File: config.mk
export PLATFORM = sky130hd
export DESIGN_NAME = fcsr_ctrl
export DESIGN_NICKNAME = d
export VERILOG_FILES = /design/src/rtl/fcsr_ctrl.sv
export SDC_FILE = /design/constraint.sdc
export NUM_CORES = 1
export LEC_CHECK = 0
export CAP_MARGIN = 15
export CORE_UTILIZATION = 41
export CTS_CLUSTER_DIAMETER = 100
export DETAILED_ROUTE_END_ITERATION = 16
export GPL_ROUTABILITY_DRIVEN = 0
export PLACE_DENSITY_LB_ADDON = 0.25
export SYNTH_ARGS = -nofsm -noshare
export SYNTH_HDL_FRONTEND = slang
export SYNTH_SLANG_ARGS = --single-unit
File: constraint.sdc
create_clock -name clock -period 2.7 [get_ports clock]
set_input_delay 0.675 -clock clock [delete_from_list [all_inputs] [get_ports clock]]
set_output_delay 0.675 -clock clock [all_outputs]
set_load 0.03 [all_outputs]
File: src/rtl/fcsr_ctrl.sv
// rtl/fcsr_ctrl.sv - floating-point CSR controller (fflags/frm/fcsr) with flag accrual; optional FCSR_RM_CHECK_EN adds rm_illegal
module fcsr_ctrl #(
  parameter logic [2:0] FRM_RESET = 3'b000
) (
  input  logic        clock,
  input  logic        reset_n,
  input  logic        csr_valid,
  output logic        csr_ready,
  input  logic [11:0] csr_addr,
  input  logic [1:0]  csr_op,
  input  logic [31:0] csr_wdata,
  output logic        csr_rvalid,
  input  logic        csr_rready,
  output logic [31:0] csr_rdata,
  output logic        csr_illegal,
  input  logic        fpu_flag_valid,
  input  logic [4:0]  fpu_flags,
  input  logic [2:0]  inst_rm,
  output logic [2:0]  frm_out,
  output logic [4:0]  fflags_out,
  output logic [2:0]  rm_eff
`ifdef FCSR_RM_CHECK_EN
  ,
  output logic        rm_illegal
`endif
);

  typedef enum logic [1:0] {IDLE, EXEC, RESP} state_t;

  localparam logic [11:0] ADDR_FFLAGS = 12'h001;
  localparam logic [11:0] ADDR_FRM    = 12'h002;
  localparam logic [11:0] ADDR_FCSR   = 12'h003;

  state_t      state, state_nxt;
  logic [11:0] addr_q;
  logic [1:0]  op_q;
  logic [7:0]  wdata_q;
  logic [4:0]  flag_in;
  logic [4:0]  flags_acc;
  logic        sel_ff, sel_frm, sel_fcsr, addr_ok;
  logic [7:0]  old_val;
  logic [7:0]  new_val;
  logic        do_write;
  logic        unused_wdata_hi;

  // Only the low byte of the operand can ever reach a field.
  assign unused_wdata_hi = ^csr_wdata[31:8];

  // State register.
  always_ff @(posedge clock or negedge reset_n) begin
    if (!reset_n) state <= IDLE;
    else          state <= state_nxt;
  end

  // Next-state and handshake: accept only in IDLE, one EXEC cycle, hold RESP until consumed.
  always_comb begin
    state_nxt = state;
    csr_ready = 1'b0;
    case (state)
      IDLE: begin
        csr_ready = 1'b1;
        if (csr_valid) state_nxt = EXEC;
      end
      EXEC:    state_nxt = RESP;
      RESP:    if (csr_rready) state_nxt = IDLE;
      default: state_nxt = IDLE;
    endcase
  end

  // Capture the request operands at acceptance.
  always_ff @(posedge clock or negedge reset_n) begin
    if (!reset_n) begin
      addr_q  <= 12'h000;
      op_q    <= 2'b00;
      wdata_q <= 8'h00;
    end else if (state == IDLE && csr_valid) begin
      addr_q  <= csr_addr;
      op_q    <= csr_op;
      wdata_q <= csr_wdata[7:0];
    end
  end

  // Flags arriving this cycle are folded in before any CSR read or write sees them.
  always_comb begin
    flag_in   = fpu_flag_valid ? fpu_flags : 5'b00000;
    flags_acc = fflags_out | flag_in;
    sel_ff    = (addr_q == ADDR_FFLAGS);
    sel_frm   = (addr_q == ADDR_FRM);
    sel_fcsr  = (addr_q == ADDR_FCSR);
    addr_ok   = sel_ff | sel_frm | sel_fcsr;
    old_val   = 8'h00;
    if (sel_ff)   old_val = {3'b000, flags_acc};
    if (sel_frm)  old_val = {5'b00000, frm_out};
    if (sel_fcsr) old_val = {frm_out, flags_acc};
    new_val  = old_val;
    do_write = 1'b0;
    case (op_q)
      2'b01: begin new_val = wdata_q;            do_write = addr_ok; end
      2'b10: begin new_val = old_val | wdata_q;  do_write = addr_ok; end
      2'b11: begin new_val = old_val & ~wdata_q; do_write = addr_ok; end
      default: begin new_val = old_val;          do_write = 1'b0;    end
    endcase
  end

  // Architectural state and response registers; EXEC writes after accrual, RESP holds until rready.
  always_ff @(posedge clock or negedge reset_n) begin
    if (!reset_n) begin
      fflags_out  <= 5'b00000;
      frm_out     <= FRM_RESET;
      csr_rvalid  <= 1'b0;
      csr_rdata   <= 32'h0;
      csr_illegal <= 1'b0;
    end else begin
      fflags_out <= flags_acc;
      if (state == EXEC) begin
        csr_rvalid  <= 1'b1;
        csr_rdata   <= {24'h0, old_val};
        csr_illegal <= ~addr_ok;
        if (do_write) begin
          if (sel_ff)   fflags_out <= new_val[4:0];
          if (sel_frm)  frm_out    <= new_val[2:0];
          if (sel_fcsr) begin
            frm_out    <= new_val[7:5];
            fflags_out <= new_val[4:0];
          end
        end
      end else if (state == RESP && csr_rready) begin
        csr_rvalid <= 1'b0;
      end
    end
  end

  // Dynamic rounding mode (3'b111) defers to the registered frm.
  always_comb begin
    rm_eff = (inst_rm == 3'b111) ? frm_out : inst_rm;
  end

`ifdef FCSR_RM_CHECK_EN
  // Reserved encodings, including a dynamic mode that resolves to 3'b111.
  always_comb begin
    rm_illegal = (rm_eff == 3'b101) || (rm_eff == 3'b110) || (rm_eff == 3'b111);
  end
`endif

endmodule
After elaboration in Yosys (flattened, before gate mapping)

Cells that the tools add are included.

Word-level logic and storage cells: 54
Bits in registers: 42
Output and inout bits: 46
Bits of input ports: 59

Eq/ne operators: 11
Multiplexer cells: 19
Bitwise logic cells: 7
Reductions and logical operators: 8

Operators by type and width:

| operator                                       | count |
|---|---|
| 2-to-1 mux 5 bit                               | 6 |
| == test 12 x 2 -> 1 bit, second input constant | 2 |
| one-hot mux 8 bit (3 select lines)             | 1 |
| 2-to-1 mux 8 bit                               | 2 |
| == test 12 x 1 -> 1 bit, second input constant | 1 |
| 2-to-1 mux 3 bit                               | 3 |
| AND 8 bit                                      | 1 |
| inverter 8 bit                                 | 1 |
| bitwise OR 8 bit                               | 1 |
| == test 2 bit, second input constant           | 3 |
| one-hot mux 2 bit (3 select lines)             | 1 |
| bitwise OR 5 bit                               | 1 |
| == test 2 x 1 -> 1 bit, second input constant  | 2 |
| 2-to-1 mux 1 bit                               | 4 |
| 2-to-1 mux 2 bit                               | 2 |
| inequality test 2 bit, second input constant   | 2 |
| nonzero test 2 bit                             | 2 |
| == test 3 bit, second input constant           | 1 |
| AND reduction 3 bit                            | 1 |
| OR reduction 3 bit                             | 1 |
| logical AND 1 bit                              | 2 |
| zero test 2 bit                                | 1 |
| bitwise OR 1 bit                               | 2 |
| AND reduction 2 bit                            | 1 |
| inverter 1 bit                                 | 1 |

Longest topological paths before layout

Gate-level depths: netlist of run 1.

Depth after elaboration: 11
Depth in mapped cells: 6
Gate-level depth less buffers: 4

Worst setup path after synthesis of run 1

No wires, ideal clock.

Path kind: register to register
Start point: register state[0]
End point: register addr_q[0]
Cell stages (with the launch flop): 6
Data required time: 2.575 ns
Arrival time: 2.039 ns
Path buffers: 2
Clock period less this slack: 2.164 ns
Setup slack: 0.536 ns
Setup time: 0.125 ns
Cells stage by stage: dfrtp_1 > nor2_1 > and2_1 > clkbuf_1 > clkbuf_1 > mux2_2

Word-level cells in the longest chain between the ends: 2

Ends and longest elaborated chain:

| item                     | line | text |
|---|---|---|
| start: declaration       | 34   | `state_t state, state_nxt;` |
| start signal: assignment | 52   | `else state <= state_nxt;` |
| zero test 2 bit          | 76   | `end else if (state == IDLE && csr_valid) begin` |
| logical AND 1 bit        | 76   |  |
| end signal: assignment   | 77   | `addr_q <= csr_addr;` |
| end: declaration         | 35   | `logic [11:0] addr_q;` |

Every way passes these cells.
A chain may end at the register's enable or synchronous reset.

Worst setup path after layout of run 1

Start point: input inst_rm[0]
End point: output rm_eff[1]

Word-level cells in the longest chain between the ends: 2

Ends and longest elaborated chain:

| item               | line | text |
|---|---|---|
| start: declaration | 18   | `input logic [2:0] inst_rm,` |
| == test 3 bit      | 135  | `rm_eff = (inst_rm == 3'b111) ? frm_out : inst_rm;` |
| 2-to-1 mux 3 bit   | 135  |  |
| end: declaration   | 21   | `output logic [2:0] rm_eff` |

Every way passes these cells.

==> results of run 1 <==
-- registers in the layout, summed over array words and instances, names as in the netlist --
| signal | cells |
|---|---|
| frm_out | 3 |
| addr_q | 12 |
| csr_rvalid | 1 |
| fflags_out | 5 |
| csr_illegal | 1 |
| csr_rdata | 8 |
| state | 2 |
| wdata_q | 8 |
| op_q | 2 |
-- cell families (layout without fill, tap and decap cells) --
logic type,count (synthesis),count (layout)
xor+xnor,6,6
flops,42,42
other cells,1,24
compound gates,50,50
buf+inv,40,70
mux,21,21
simple gates,67,67
-- final timing paths --
kind	cells after the start	endpoint	slack, ns
max	4	rm_eff[1]	0.38
min	2	csr_rdata[0]	0.48
max reg2reg	4	fflags_out[0]	0.55
min reg2reg	2	csr_rdata[0]	0.48
max in group asynchronous	1	csr_rdata[3]	1.63
min in group asynchronous	1	addr_q[1]	0.50
-- tightest hold or removal path: stages, from the launching register on --
cell	delay, ns
dfrtp_1	0.35
nand2_1	0.05
nand2_1	0.05
-- metrics by stage --
step / area [µm²] / power [W] / cells
floorplan: 2360 / 0.00174 / 250
detailed placement: 2780 / 0.00197 / 342
finish: 2900 / 0.00244 / 350
global route: 2900 / 0.00261 / 350
global placement: 2780 / 0.00194 / 342
CTS: 2890 / 0.00245 / 350
-- layout make-up --
| class | count | area [µm²] | area share, % |
|---|---|---|---|
| Sequential cell | 42 | 1050 | 36.3 |
| Tap cell | 70 | 87.6 | 3.02 |
| Clock buffer | 6 | 72.6 | 2.50 |
| Inverter | 4 | 15.0 | 0.518 |
| Clock inverter | 2 | 37.5 | 1.30 |
| Multi-Input combinational cell | 168 | 1060 | 36.4 |
| Timing Repair Buffer | 58 | 578 | 19.9 |
-- Yosys cell counts (2+ instances only) --
| cell type | n |
|---|---|
| dfrtp_1 | 42 |
| nand2_1 | 26 |
| buf_4 | 24 |
| mux2_2 | 19 |
| o21ai_0 | 13 |
| nand3_1 | 9 |
| clkbuf_1 | 7 |
| nor2_1 | 7 |
| a21oi_1 | 6 |
| and2_1 | 5 |
| nor4_1 | 5 |
| xnor2_1 | 5 |
| buf_2 | 4 |
| inv_1 | 4 |
| o21a_1 | 4 |
| a32oi_1 | 3 |
| nand2b_1 | 3 |
| nor2b_1 | 3 |
| or4_1 | 3 |
| a2111oi_0 | 2 |
| a211o_1 | 2 |
| a22oi_1 | 2 |
| a311oi_1 | 2 |
| a31oi_1 | 2 |
| mux2i_1 | 2 |
| o211ai_1 | 2 |
| o21ai_1 | 2 |
| o31ai_1 | 2 |
| or2_2 | 2 |
-- per-layer routing --
| layer | wire length, µm | share of wire [%] | global-route usage [%] |
|---|---|---|---|
| met2 | 2130 | 46 | 26.3 |
| met1 | 2120 | 46 | 23.7 |
| met5 | 0 | 0 | 0 |
| met3 | 284 | 6.2 | 4.31 |
| met4 | 60 | 1.3 | 6.15 |
-- cells in the final DEF, fill, tap and decap left out, drive strengths merged, types with 3 or more instances in the layout --
cell	instances
clkdlybuf4s50	52
dfrtp	42
nand2	26
conb	24
mux2	19
o21ai	15
nand3	9
nor2	7
a21oi	6
clkbuf	6
nor4	5
xnor2	5
and2	5
o21a	4
inv	4
or4	3
a32oi	3
nor2b	3
nand2b	3
dlymetal6s2s	3
buf	3
-- power groups by stage --
stage / clock network [W] / registers (W) / logic, W
detailed placement: 0 / 0.00109 / 0.000877
finish: 0.000482 / 0.00108 / 0.000874
CTS: 0.000494 / 0.00108 / 0.000879
global placement: 0 / 0.00108 / 0.000857
global route: 0.000528 / 0.00112 / 0.000969
floorplan: 0 / 0.000988 / 0.000754
==> impl_metrics.csv, run 1 <==
group,metric,value,unit
logic_synthesis,synth_edf_count,0,
logic_synthesis,muxShareOfSynthArea,10.3,%
sta,rsz0062_at_grt,"false",
logic_synthesis,ys_dominant_reg_cell,"dfrtp_1",
cts,clk_path_buf_depth,2,
sta,skew,0.00594,ns
cells_and_area,fin_util,55.3,%
pwr,p_comb_share,35.8,%
detailed_routing,drtAntennaViolNets,0,
floorplanning,rows,26,
pwr,clkPwrFrac,19.7,%
setup_path,critPathBufInv,2,
cts,tritoncts,"done",
sta,slew_headroom,40.2,%
detailed_routing,first_pass_iters,4,
pwr,intPower,0.00152,W
global_route,grt_max_degree,43,
sta,finalCriticalPeriod,2.32,ns
setup_path,crit_fanout,3,
cts,worstSkewPairLatency,0.29,ns
logic_synthesis,yosys_warnings,0,
logic_synthesis,synth-seq-area-share,46.2,%
sta,period_share,85.9,%
pwr,switchingPower,0.000923,W
logic_synthesis,synth_cell_type_count,44,
floorplanning,die_x,76.5,µm
detailed_routing,routed_wl,4.60,mm
logic_synthesis,avgSynthCellArea,10.0,µm²
setup_path,cp-start-kind,"input pin",
logic_synthesis,synthArstFlopShare,100,%
cells_and_area,synthToLayoutAreaGrowth,27.5,%
global_route,grt-ovfl-total,0,
flow_run,maxCapViolCount,0,
placement,io_buffers,56,
floorplanning,io_pins,105,
logic_synthesis,synth_fa_ha_area_share,0,%
cts,htree_levels,2,
cts,post_cts_resized,0,
setup_path,required,2.03,ns
cells_and_area,fin_nets,338,
global_route,antenna_found_initial,0,
global_route,grt_usage,17.2,%
logic_synthesis,synth_top_family_by_area,"compound AO/OA/AOI/OAI gates",
logic_synthesis,synth_cells,227,
cts,clk_pin_slew,0.07,ns
floorplanning,design.die.area,5850,µm²
logic_synthesis,yosys.area_share.simple,14.7,%
setup_path,cp_slowest_cell,"clkdlybuf4s50_1",
global_route,grt_pass1_vias,1679,
cells_and_area,layout-drive-gt1-share,11.4,%
logic_synthesis,ys_ff_latch,42,
cells_and_area,n_antenna_cell,0,
pwr,switching_share,37.8,%
detailed_routing,drt_iter0_drc,93,
cts,root_buffer,"clkbuf_8",
cts,hold_buffers,0,
pwr,powerDensity,842,nW/µm²
detailed_routing,drc_errors,0,
setup_path,path_delay_family,"buffers and inverters",
detailed_routing,avgRoutedWirePerCell,13.1,µm
setup_path,arrival,1.64,ns
sta,worst_hold_slack,0.477,ns
sta,setup_tns,0,ns
placement,pre_cts_ws,0.0281,ns
pwr,leakage,1.17,nW
setup_path,criticalPathCategory,"in -> out",
sta,finalSetupViolCount,0,
setup_path,cp-end-kind,"output pin",
detailed_routing,vias,1794,
cts,cts_inserted_buffers,5,
logic_synthesis,synth_top_area_share,46.2,%
sta,finalHoldViolCount,0,
cells_and_area,fillers,494,
cts,clock-sinks,42,
setup_path,crit_start,"inst_rm[0]",
min_path,hold_path.class,"reg -> reg",
floorplanning,core-area,5240,µm²
cts,postCtsSetupBuffers,0,
sta,worst_pin_slew,0.898,ns
logic_synthesis,synth_compound_area_share,15.2,%
setup_path,max_stage_delay,0.51,ns
sta,drv_slew,0,
floorplanning,die_h,76.5,µm
pwr,seqPwrFrac,44.4,%
logic_synthesis,synth_top_cells_by_area,"dfrtp_1 46%, mux2_2 9.4%, buf_4 7.9%",
pwr,ir_drop,0.459,mV
min_path,hp-start,"csr_rdata[0]",
logic_synthesis,synth_xor_xnor_area_share,2.31,%
run_status,outcome,"finished, final reports clean",
setup_path,r2r_start,"addr_q[11]",
sta,layout_setup_ws,0.382,ns
setup_path,path_cells,"clkdlybuf4s50_1 -> nand2_1 -> o21a_1 -> dlymetal6s2s_1",
placement,dp_hpwl,3.45,mm
global_route,grt_pass1_wl,8.00,mm
floorplanning,initial_core_util,43.4,%
detailed_routing,vias_per_cell,5.13,
sta,fmax,431,MHz
logic_synthesis,netlist_area,2270,µm²
logic_synthesis,yosysTopAreaCell,"dfrtp_1",
Note: power is estimated with default switching activity, not from simulation.
==> run 2: changes to the inputs <==
--- a/config.mk
+++ b/config.mk
@@ -6,9 +6,10 @@
 export NUM_CORES = 1
 export LEC_CHECK = 0
 export CAP_MARGIN = 15
-export CORE_UTILIZATION = 41
+export CORE_UTILIZATION = 63
 export CTS_CLUSTER_DIAMETER = 100
 export DETAILED_ROUTE_END_ITERATION = 16
+export DONT_BUFFER_PORTS = 1
 export GPL_ROUTABILITY_DRIVEN = 0
 export PLACE_DENSITY_LB_ADDON = 0.25
 export SYNTH_ARGS = -nofsm -noshare
==> run 2 against run 1 <==
- sequential power is essentially flat
- largest cell class unchanged
- flip-flop and latch count is the same
- sequential share of layout area grew 9.8 points
- global-route usage grew 7.6 points
- critical endpoint is now fflags_out[2]
- clock skew grew 0.012 ns
- largest power group unchanged
- total power shrank 9.4%
- core utilization grew 12 points
==> impl_metrics.csv, run 2 (synthesized netlist as in run 1, its figures left out) <==
group,metric,value,unit
detailed_routing,avgRoutedWirePerCell,16.4,µm
pwr,powerDensity,969,nW/µm²
detailed_routing,drtAntennaViolNets,0,
pwr,p_comb_share,35.6,%
detailed_routing,vias,1696,
placement,io_buffers,0,
pwr,power,0.00221,W
detailed_routing,drc_errors,0,
floorplanning,rows,21,
detailed_routing,routed_wl,4.45,mm
pwr,clkPwrFrac,14.4,%
sta,rsz0062_at_grt,"false",
pwr,seqPwrFrac,50.0,%
sta,finalCriticalPeriod,2.18,ns
pwr,switchingPower,0.000908,W
global_route,antenna_found_initial,0,
floorplanning,design.die.area,3850,µm²
pwr,switching_share,41.1,%
cells_and_area,fin_util,67.3,%
floorplanning,io_pins,105,
cells_and_area,fin_area,2280,µm²
cells_and_area,fin_nets,284,
setup_path,arrival,2.41,ns
run_status,outcome,"finished, final reports clean",
floorplanning,die_x,62.1,µm
cts,postCtsSetupBuffers,0,
cells_and_area,n_antenna_cell,0,
pwr,leakage,0.923,nW
cts,htree_levels,2,
cells_and_area,top_regs,"addr_q (12), csr_rdata (8), wdata_q (8)",
sta,finalHoldViolCount,0,
sta,slew_headroom,51.6,%
cts,root_buffer,"clkbuf_4",
cts,tritoncts,"done",
floorplanning,die_h,62.1,µm
cts,clock-sinks,42,
setup_path,r2r_setup_slack,0.52,ns
floorplanning,initial_core_util,67.1,%
sta,worst_pin_slew,0.720,ns
global_route,grt_pass1_vias,1510,
pwr,intPower,0.00130,W
cells_and_area,most-common-layout-cells,"42 x dfrtp_1, 26 x nand2_1, 24 x conb_1, 19 x mux2_2, 13 x o21ai_0",
sta,drv_slew,0,
cts,clk_pin_slew,0.13,ns
setup_path,required,2.93,ns
flow_run,maxCapViolCount,0,
cts,cts_inserted_buffers,5,
sta,finalSetupViolCount,0,
min_path,hold_path.class,"in -> async",
cts,worstSkewPairLatency,0.36,ns
setup_path,cp-start-kind,"flip-flop",
cells_and_area,layout-drive-gt1-share,14.6,%
cts,clk_path_buf_depth,2,
sta,setup_tns,0,ns
setup_path,cp-end-kind,"flip-flop",
cts,hold_buffers,1,
detailed_routing,vias_per_cell,6.24,
floorplanning,core-area,3390,µm²
global_route,grt_max_degree,43,
cells_and_area,synthToLayoutAreaGrowth,0.385,%
sta,period_share,80.6,%
sta,fmax,459,MHz
pwr,ir_drop,0.610,mV
placement,dp_hpwl,3.37,mm
cells_and_area,final_common_cell,"dfrtp_1",
cells_and_area,max_flop_register,"addr_q",
cells_and_area,fillers,281,
cells_and_area,largest_register_ffs,12,
global_route,grt_usage,24.9,%
setup_path,criticalPathCategory,"reg -> reg",
detailed_routing,first_pass_iters,4,
global_route,grt_pass1_wl,6.80,mm
cts,post_cts_resized,0,
sta,skew,0.0184,ns
cells_and_area,stdcell_count,272,
setup_path,crit_fanout,7,
placement,postPlaceCellArea,2200,µm²
placement,dp_cells,263,
global_route,grt-ovfl-total,0,
detailed_routing,drt_iter0_drc,85,
[run 2: cell count changes in the layout (fill, tap and decap cells not counted), sizes merged]
cell,delta
clkdlybuf4s50,-52
bufinv,-1
dlymetal6s2s,-3
clkinv,+1
clkbuf,+1
clkinvlp,-1
buf,+1
[run 2: area by class of cell]
type | instances | area, µm² | share of cell area, %
tap | 46 | 57.6 | 2.52
clock inverter | 1 | 5.00 | 0.219
multi-input combinational | 168 | 1060 | 46.3
timing repair buffer | 4 | 42.5 | 1.86
inverter | 4 | 15.0 | 0.658
clock buffer | 7 | 55.1 | 2.41
sequential | 42 | 1050 | 46.1
[run 2: metal layers]
| layer | global-route usage, % | vias to the layer above | wire length, µm |
|---|---|---|---|
| li1 | - | 756 | - |
| met1 | 31.5 | 809 | 1800 |
| met2 | 40.7 | 118 | 2150 |
| met3 | 7.66 | 13 | 407 |
| met4 | 7.94 | 0 | 98 |
| met5 | 0 | - | 0 |
[run 2: power by group through the flow]
stage	Clock, W	Combinational, W	Sequential (W)
after floorplan	0	0.000754	0.000988
after global placement	0	0.000724	0.00109
after detailed placement	0	0.000766	0.00111
after CTS	0.000325	0.000786	0.00110
after global routing	0.000356	0.000871	0.00113
final	0.000318	0.000787	0.00111
[run 2: critical path, cell delays in order, from the launching register on]
cell	delay, ns
dfrtp_1	0.40
or4_1	0.65
or4_1	0.64
a221oi_2	0.25
o211ai_1	0.12
[run 2: through the flow]
stage | setup slack, ns | hold WS (ns)
floorplan | 0.536 | 0.379
global placement | 0.591 | 0.380
detailed placement | 0.546 | 0.380
CTS | 0.528 | 0.149
global route | 0.325 | 0.129
finish | 0.523 | 0.136
[run 2: final timing paths]
| check | endpoint | startpoint | depth (start not counted) |
|---|---|---|---|
| worst max-delay path | fflags_out[2] | addr_q[11] | 4 |
| max in group asynchronous | wdata_q[3] | reset_n | 1 |
| worst min register to register | addr_q[11] | addr_q[11] | 1 |
| min in group clock | state[1] | csr_rready | 1 |
| worst max register to register | fflags_out[2] | addr_q[11] | 4 |
| worst min-delay path | csr_rdata[6] | reset_n | 1 |
==> run 3: changes to the inputs <==
==> constraint.sdc (replaced) <==
create_clock -name clock -period 2.1 [get_ports clock]
set_input_delay 0.525 -clock clock [delete_from_list [all_inputs] [get_ports clock]]
set_output_delay 0.525 -clock clock [all_outputs]
set_load 0.03 [all_outputs]
==> run 3 against run 2 <==
- via count is 0.59% lower
- clock power grew 29%
- sequential share of layout area down 1.5 points
- non-clock buffer count rose by 9
- cell area increased by 3.3%
- core utilization is 2.3 points higher
- critical path depth unchanged
- worst setup slack got worse by 0.41 ns
- clock skew fell by 0.013 ns
- hold slack better by 0.13 ns
- combinational power is 39% higher
- maximum frequency increased by 9.5%
- largest power group unchanged
==> impl_metrics.csv, run 3 (synthesized netlist as in run 1, its figures left out) <==
group,metric,value,unit
floorplanning,initial_core_util,67.1,%
setup_path,rr_worst_depth,4,
cells_and_area,fin_area,2360,µm²
sta,finalSetupViolCount,0,
cells_and_area,stdcell_count,281,
sta,fmax,503,MHz
pwr,powerDensity,1230,nW/µm²
floorplanning,die_h,62.1,µm
global_route,grt-ovfl-total,0,
sta,setup_tns,0,ns
cts,cts_inserted_buffers,5,
setup_path,r2r_start,"addr_q[11]",
detailed_routing,vias,1686,
cells_and_area,synthToLayoutAreaGrowth,3.74,%
cts,clk_pin_slew,0.11,ns
cells_and_area,fin_nets,293,
cells_and_area,multi_input_area,1060,µm²
pwr,power,0.00289,W
min_path,whs_endpoint,"state[1]",
sta,period_share,94.7,%
detailed_routing,drt_iter0_drc,87,
cts,root_buffer,"clkbuf_4",
cells_and_area,most-common-layout-cells,"42 x dfrtp_1, 26 x nand2_1, 24 x conb_1, 19 x mux2_2, 13 x o21ai_0",
detailed_routing,avgRoutedWirePerCell,16.1,µm
cells_and_area,max_flop_register,"addr_q",
sta,finalCriticalPeriod,1.99,ns
detailed_routing,vias_per_cell,6.00,
setup_path,cp-end-kind,"flip-flop",
cts,clk_path_buf_depth,2,
setup_path,crit_fanout,7,
cells_and_area,layout-drive-gt1-share,18.3,%
cts,worstSkewPairLatency,0.35,ns
min_path,hp-start,"csr_rready",
setup_path,timing.rr.end,"fflags_out[1]",
cts,htree_levels,2,
sta,worst_hold_slack,0.269,ns
floorplanning,die_x,62.1,µm
setup_path,r2r_setup_slack,0.11,ns
min_path,hold_path.class,"in -> reg",
cells_and_area,final_common_cell,"dfrtp_1",
floorplanning,design.die.area,3850,µm²
global_route,grt_pass1_vias,1579,
placement,io_buffers,0,
setup_path,arrival,2.23,ns
cts,tritoncts,"done",
sta,skew,0.00534,ns
cells_and_area,seq_area,1050,µm²
placement,dp_hpwl,3.44,mm
global_route,grt_pass1_wl,7.27,mm
run_status,outcome,"finished, final reports clean",
cells_and_area,n_antenna_cell,0,
cells_and_area,fillers,274,
sta,finalHoldViolCount,0,
pwr,leakage,0.968,nW
detailed_routing,drc_errors,0,
global_route,grt_usage,26.8,%
floorplanning,rows,21,
placement,dp_cells,271,
cells_and_area,top_regs,"addr_q (12), csr_rdata (8), wdata_q (8)",
sta,slew_headroom,64.4,%
cts,clock-sinks,42,
cts,postCtsSetupBuffers,0,
floorplanning,io_pins,105,
pwr,ir_drop,0.759,mV
sta,worst_pin_slew,0.529,ns
detailed_routing,drtAntennaViolNets,0,
cells_and_area,largest_register_ffs,12,
floorplanning,core-area,3390,µm²
min_path,whs_path_depth,1,
detailed_routing,routed_wl,4.53,mm
setup_path,criticalPathCategory,"reg -> reg",
setup_path,required,2.34,ns
global_route,grt_max_degree,43,
global_route,antenna_found_initial,0,
placement,postPlaceCellArea,2260,µm²
setup_path,cp-start-kind,"flip-flop",
sta,drv_slew,0,
detailed_routing,first_pass_iters,4,
flow_run,maxCapViolCount,0,
-- run 3: cell types whose count changed in the layout (fill, tap and decap cells not counted) --
cell and delta:
buf_4 +8, or4_4 +1, dlygate4sd3_1 +1, nor2_1 -1, or4_1 -1, nor2_2 +1
-- run 3: worst max path at each step --
stage,start,endpoint,cells past startpoint
2_1_floorplan,state[0],addr_q[0],5
3_3_place_gp,addr_q[11],fflags_out[1],4
3_5_place_dp,addr_q[11],fflags_out[1],4
4_1_cts,addr_q[11],fflags_out[1],4
5_1_grt,addr_q[11],fflags_out[3],6
6_report,addr_q[11],fflags_out[1],4
-- run 3: where the power goes --
part / internal [W] / switching (W) / total, W / leakage, nW
registers: 0.00105 / 0.000339 / 0.00139 / 0.486
logic: 0.000504 / 0.000589 / 0.00109 / 0.447
clock network: 0.000162 / 0.000247 / 0.000409 / 0.0353
-- run 3: routing by layer --
layer	up-vias	global-route usage, %	wire length, µm
li1	773	-	-
met1	821	33.1	1840
met2	84	44.7	2270
met3	8	8.49	351
met4	0	8.57	70
met5	-	0	0
-- run 3: repair_timing --
| action | in CTS | in global routing |
|---|---|---|
| hold buffers | 1 | 1 |
| resized for setup | 0 | 1 |
| setup endpoints to repair | 0 | 3 |
| hold endpoints to repair | 42 | 5 |
-- run 3: per-stage QoR --
step | util [%] | setup WS [ns]
after CTS | 69.2 | 0.0142
after global placement | 66.8 | 0.0805
after global routing | 69.6 | -0.0246
after detailed placement | 66.8 | 0.0291
after floorplan | - | 0.0899
final | 69.6 | 0.112
-- run 3: worst max-delay path: stages, from the launching register on --
cell and delay (ns):
dfrtp_1 0.41, or4_1 0.59, or4_4 0.56, a311oi_1 0.23, o21ai_1 0.09
-- run 3: area by class of cell --
cell class	count	share of cell area, %
well taps	46	2.44
inverters	4	0.637
repair buffers	13	4.77
flip-flops and latches	42	44.6
multi-input cells	168	45.0
clock buffers	7	2.33
clock inverters	1	0.212
